### config.mk
export PLATFORM = sky130hd
export DESIGN_NAME = bar_level_reader
export DESIGN_NICKNAME = d
export VERILOG_FILES = /design/src/rtl/bar_level_reader_pkg.sv /design/src/rtl/bar_level_reader_vec.sv /design/src/rtl/bar_level_reader.sv
export SDC_FILE = /design/constraint.sdc
export NUM_CORES = 1
export LEC_CHECK = 0
export CAP_MARGIN = 20
export CORE_MARGIN = 2
export CORE_UTILIZATION = 29
export CTS_CLUSTER_DIAMETER = 120
export DETAILED_ROUTE_END_ITERATION = 12
export GPL_ROUTABILITY_DRIVEN = 0
export GPL_TIMING_DRIVEN = 0
export PLACE_DENSITY = 0.54
export SYNTH_ARGS = -nofsm -noshare
export SYNTH_HDL_FRONTEND = slang
export SYNTH_SLANG_ARGS = --single-unit
### constraint.sdc
create_clock -name clk -period 3.65 [get_ports clk]
set_clock_uncertainty 0.1 [all_clocks]
set_input_delay 0.365 -clock clk [delete_from_list [all_inputs] [get_ports clk]]
set_output_delay 0.365 -clock clk [all_outputs]
set_load 0.02 [all_outputs]
### src/rtl/bar_level_reader_pkg.sv
// Shared types and helpers for the switch bar-graph reader.
// Holds the FSM encoding, the bin midpoint and the thermometer decode.
package bar_level_reader_pkg;

  typedef enum logic [1:0] {
    IDLE   = 2'd0,
    DECODE = 2'd1,
    REPORT = 2'd2
  } state_e;

  localparam logic [4:0] BIN_MID = 5'b10000;

  typedef struct packed {
    logic       legal;
    logic [2:0] level;
  } decode_t;

  // A legal bar is 2^n-1 for n in 1..8: bit0 set and v+1 is a power of two (or wraps to 0).
  function automatic decode_t thermo_decode(input logic [7:0] v);
    decode_t    d;
    logic [3:0] ones;
    logic [7:0] v_plus1;
    ones = '0;
    for (int i = 0; i < 8; i++) begin
      ones = ones + {3'b000, v[i]};
    end
    v_plus1 = v + 8'd1;
    d.legal = v[0] && ((v & v_plus1) == 8'h00);
    d.level = d.legal ? 3'(ones - 4'd1) : 3'd0;
    return d;
  endfunction

endpackage

### src/rtl/bar_level_reader_vec.sv
// Two-flop synchronizer plus whole-vector debouncer.
// A vector is accepted once the synchronized value has held for DB_LIMIT cycles.
module vec_debounce #(
  parameter int DB_LIMIT = 50000,
  parameter int DB_W     = 16,
  parameter int W        = 8
) (
  input  logic         clk,
  input  logic         rst,
  input  logic [W-1:0] i_vec,
  output logic [W-1:0] o_stable
);

  logic [W-1:0]    r_s1;
  logic [W-1:0]    r_s2;
  logic [W-1:0]    r_cand;
  logic [DB_W-1:0] r_cnt;
  logic [W-1:0]    r_stable;

  localparam logic [DB_W-1:0] CNT_TOP = DB_W'(DB_LIMIT - 1);

  always_ff @(posedge clk) begin
    if (rst) begin
      r_s1     <= '0;
      r_s2     <= '0;
      r_cand   <= '0;
      r_cnt    <= '0;
      r_stable <= '0;
    end else begin
      r_s1 <= i_vec;
      r_s2 <= r_s1;
      // Any change restarts the hold window, so short glitches never land.
      if (r_s2 != r_cand) begin
        r_cand <= r_s2;
        r_cnt  <= '0;
      end else if (r_cnt == CNT_TOP) begin
        r_stable <= r_cand;
      end else begin
        r_cnt <= r_cnt + 1'b1;
      end
    end
  end

  assign o_stable = r_stable;

endmodule

### src/rtl/bar_level_reader.sv
// Switch bar-graph reader: debounced thermometer input decoded to a level
// and scaled value, offered on a valid/ready report interface.
module bar_level_reader
  import bar_level_reader_pkg::*;
#(
  parameter int DB_LIMIT = 50000,
  parameter int DB_W     = 16
) (
  input  logic       clk,
  input  logic       rst,
  input  logic [7:0] sw,
  input  logic       out_ready,
  output logic       out_valid,
  output logic [2:0] level_out,
  output logic [7:0] value_out,
  output logic       out_err,
  output state_e     o_dbg_state
);

  logic [7:0] w_stable;
  logic [7:0] r_last;
  state_e     r_state;
  state_e     w_state_nxt;
  decode_t    w_dec;

  logic       r_valid;
  logic [2:0] r_level;
  logic [7:0] r_value;
  logic       r_err;

  vec_debounce #(
    .DB_LIMIT (DB_LIMIT),
    .DB_W     (DB_W),
    .W        (8)
  ) u_debounce (
    .clk      (clk),
    .rst      (rst),
    .i_vec    (sw),
    .o_stable (w_stable)
  );

  assign w_dec = thermo_decode(r_last);

  always_ff @(posedge clk) begin
    if (rst) r_state <= IDLE;
    else     r_state <= w_state_nxt;
  end

  always_comb begin
    w_state_nxt = r_state;
    case (r_state)
      IDLE:    if (w_stable != r_last) w_state_nxt = DECODE;
      DECODE:  w_state_nxt = REPORT;
      REPORT:  if (out_ready) w_state_nxt = IDLE;
      default: w_state_nxt = IDLE;
    endcase
  end

  // Handshake: a report transfers on any edge where out_valid && out_ready;
  // out_valid and the payload stay frozen until then, and out_ready is
  // ignored while out_valid is low.
  always_ff @(posedge clk) begin
    if (rst) begin
      r_last  <= '0;
      r_valid <= 1'b0;
      r_level <= '0;
      r_value <= '0;
      r_err   <= 1'b0;
    end else begin
      if (r_state == IDLE && w_stable != r_last) begin
        r_last <= w_stable;
      end
      if (r_state == DECODE) begin
        r_valid <= 1'b1;
        r_level <= w_dec.level;
        r_value <= w_dec.legal ? {w_dec.level, BIN_MID} : 8'h00;
        r_err   <= ~w_dec.legal;
      end
      if (r_state == REPORT && out_ready) begin
        r_valid <= 1'b0;
      end
    end
  end

  assign out_valid   = r_valid;
  assign level_out   = r_level;
  assign value_out   = r_value;
  assign out_err     = r_err;
  assign o_dbg_state = r_state;

endmodule

==> flow_summary.yaml <==
routing:
  vias: 1871
  remaining_drc_errors: 0
  routed_via_density: 4.18
  drt_iter0_markers: 50
  avgRoutedWirePerCell_um: 10.5
  dr.pass1.iters: 4
  antenna_left: 0
  routed_wl_um: 4730
die:
  ios: 26
  dieWidth_um: 101
  coreArea_um2: 9240
  fp-row-count: 35
  start_util_pct: 29.8
  die_h_um: 101
  die_area_um2: 10300
logic_synthesis:
  synthDominantCellAreaShare_pct: 46.6
  syn_avg_cell_area_um2: 9.86
  synth-edff-count: 0
  synthArstFlopShare_pct: 0
  synth.distinct_cells: 40
  ys_ff_latch: 64
  synth_top_area_cell: "dfxtp_1"
  mappedNetlistArea_um2: 2750
  synth.top_cells.by_area: "dfxtp_1 47%, nor2b_1 6.1%, mux2i_1 5.8%, nand2b_1 5.7%, xor2_1 4.5%"
  ys.flop_type: "dfxtp_1"
  synth_cells: 279
  seq_area_frac_synth_pct: 46.6
  synthTopCellsByCount: "64 x dfxtp_1, 27 x nor2b_1, 25 x nand2b_1"
  yosys_warnings: 0
  synth_most_common_cell: "dfxtp_1"
pwr:
  vdd_drop_max_mv: 0.220
  power-per-cell-area_nw_per_um2: 433
  power_frac_seq_pct: 49.2
  clockPowerShare_pct: 47.1
  switchingPower_w: 0.000326
  sw_frac_of_total_pct: 22.4
  p_int_w: 0.00113
  combPwrFrac_pct: 3.6
  p_leak_nw: 1.21
clock_network:
  clockRootBuffer: "clkbuf_8"
  hold_buffers: 0
  clkSinkCount: 64
  numCtsBuffers: 9
  htreeDepth: 3
  cts_buffer_depth: 2
  post-cts-setup-buffer-count: 0
  clk-insertion-delay-late_ps: 340
  cts_resized: 0
  path_clk_slew_ps: 80
  tritoncts: "done"
sta:
  fmax_mhz: 331
  slew_violations: 0
  finalSetupViolCount: 0
  relSlewSlack_pct: 51.9
  rsz0062_at_grt: "no"
  fin_crit_sh_pct: 82.6
  worst_pin_slew_ps: 721
  fin_crit_ps: 3020
  hold_violations: 0
  setup_slack_ps: 633
  setup_tns_ps: 0
  hold_slack_ps: 310
global_route:
  grt_usage_pct: 10.5
  grt_pass1_vias: 1849
  grt_pass1_wl_um: 8440
  overflow: 0
  grt_max_degree: 14
  antenna_found_initial: 0
placed_design:
  placedCellCount: 432
  dp_slack_ps: 635
  hpwlAfterDp_um: 3450
  port_buffers: 20
worst_setup_path:
  rrSetupSlack_ps: 630
  critPathLaunchType: "register"
  path_class: "reg -> reg"
  endpoint_kind: "register"
  arrival_ps: 3130
  required_ps: 3760
  path_max_fanout: 3
worst_hold_path:
  hp-class: "in -> reg"
cells_and_area:
  fin_nets: 332
  area_growth_pct: 21.9
  drive_gt1_share_pct: 9.09
  diodes: 0
  fin_cells: 448
run:
  drv_cap: 0
outcome:
  outcome: "finished, final reports clean"
routing by layer:
metal  wire length [um]  vias to the layer above  share of wire (%)  track usage (%)
met1               2340                      841                 49             12.8
met5                  0                        -                  0                0
met4                 47                        0               0.99             3.12
li1                   -                      989                  -                -
met3                230                        5                4.9             4.69
met2               2110                       36                 45             16.9
power groups by stage:
stage,combinational [W],clock (W),sequential [W]
finish,0.0000530,0.000685,0.000715
global route,0.0000586,0.000746,0.000717
CTS,0.0000543,0.000712,0.000715
detailed placement,0.0000539,0,0.000732
global placement,0.0000532,0,0.000731
floorplan,0.0000359,0,0.000730
metrics by stage:
stage	utilization, %	total power, W	area (um2)
after global routing	36.3	0.00152	3350
after detailed placement	33.9	0.000786	3130
after CTS	36.3	0.00148	3350
after floorplan	-	0.000766	2760
after global placement	33.8	0.000785	3120
final	36.3	0.00145	3350
critical path, stage by stage (launching register included):
cell     delay, ps
dfxtp_1        380
inv_1           80
ha_1           320
fa_1           500
fa_1           430
fa_1           370
inv_1           70
fa_1           410
a32oi_1        180
nor2_1          50
layout by cell type (no fill, tap or decap), types with 3 or more instances in the layout:
cell type / n
dfxtp_1: 64
nor2b_1: 27
nand2b_1: 25
clkdlybuf4s50_1: 20
nor2_1: 16
mux2i_1: 16
xor2_1: 14
inv_1: 13
xnor2_1: 12
a21oi_1: 9
clkbuf_8: 9
nand3_1: 8
o21ai_0: 8
clkbuf_1: 7
nand2_1: 7
buf_4: 7
and3_1: 4
or3_1: 4
fa_1: 4
conb_1: 4
nand4_1: 3
nand3b_1: 3
nor4_1: 3
nor3_1: 3
ha_1: 3
layout make-up:
cell class	instances	area [um2]
Inverter	13	48.8
Buffer	15	90.1
Tap cell	129	161
Fill cell	923	5890
Timing Repair Buffer	21	204
Clock buffer	9	124
Sequential cell	64	1280
Multi-Input combinational cell	190	1340
Clock inverter	7	103
path summary, 6_finish.rpt:
| kind | startpoint | end | cells after the start |
|---|---|---|---|
| setup / recovery | r_last[0] | level_out[1] | 9 |
| hold / removal | rst | u_debounce.r_s1[1] | 2 |
| hold reg to reg | u_debounce.r_s1[3] | u_debounce.r_s2[3] | 1 |
| setup reg to reg | r_last[0] | level_out[1] | 9 |
cells by family (layout without fill, tap and decap cells):
family,after synthesis,in the layout,synth area share (%)
compound gates,25,25,5.37
other cells,1,4,0.136
buf+inv,28,65,5.05
fa+ha+maj,7,7,4.27
simple gates,112,112,24.5
xor+xnor,26,26,8.28
flops,64,64,46.6
mux,16,16,5.82
state kept, by name (all words and copies together), names as in the netlist, 8 cells and up:
name                 flops
u_debounce.r_cnt        16
r_last                   8
u_debounce.o_stable      8
u_debounce.r_cand        8
u_debounce.r_s1          8
u_debounce.r_s2          8
No activity file was read; power rests on OpenSTA's default activity.
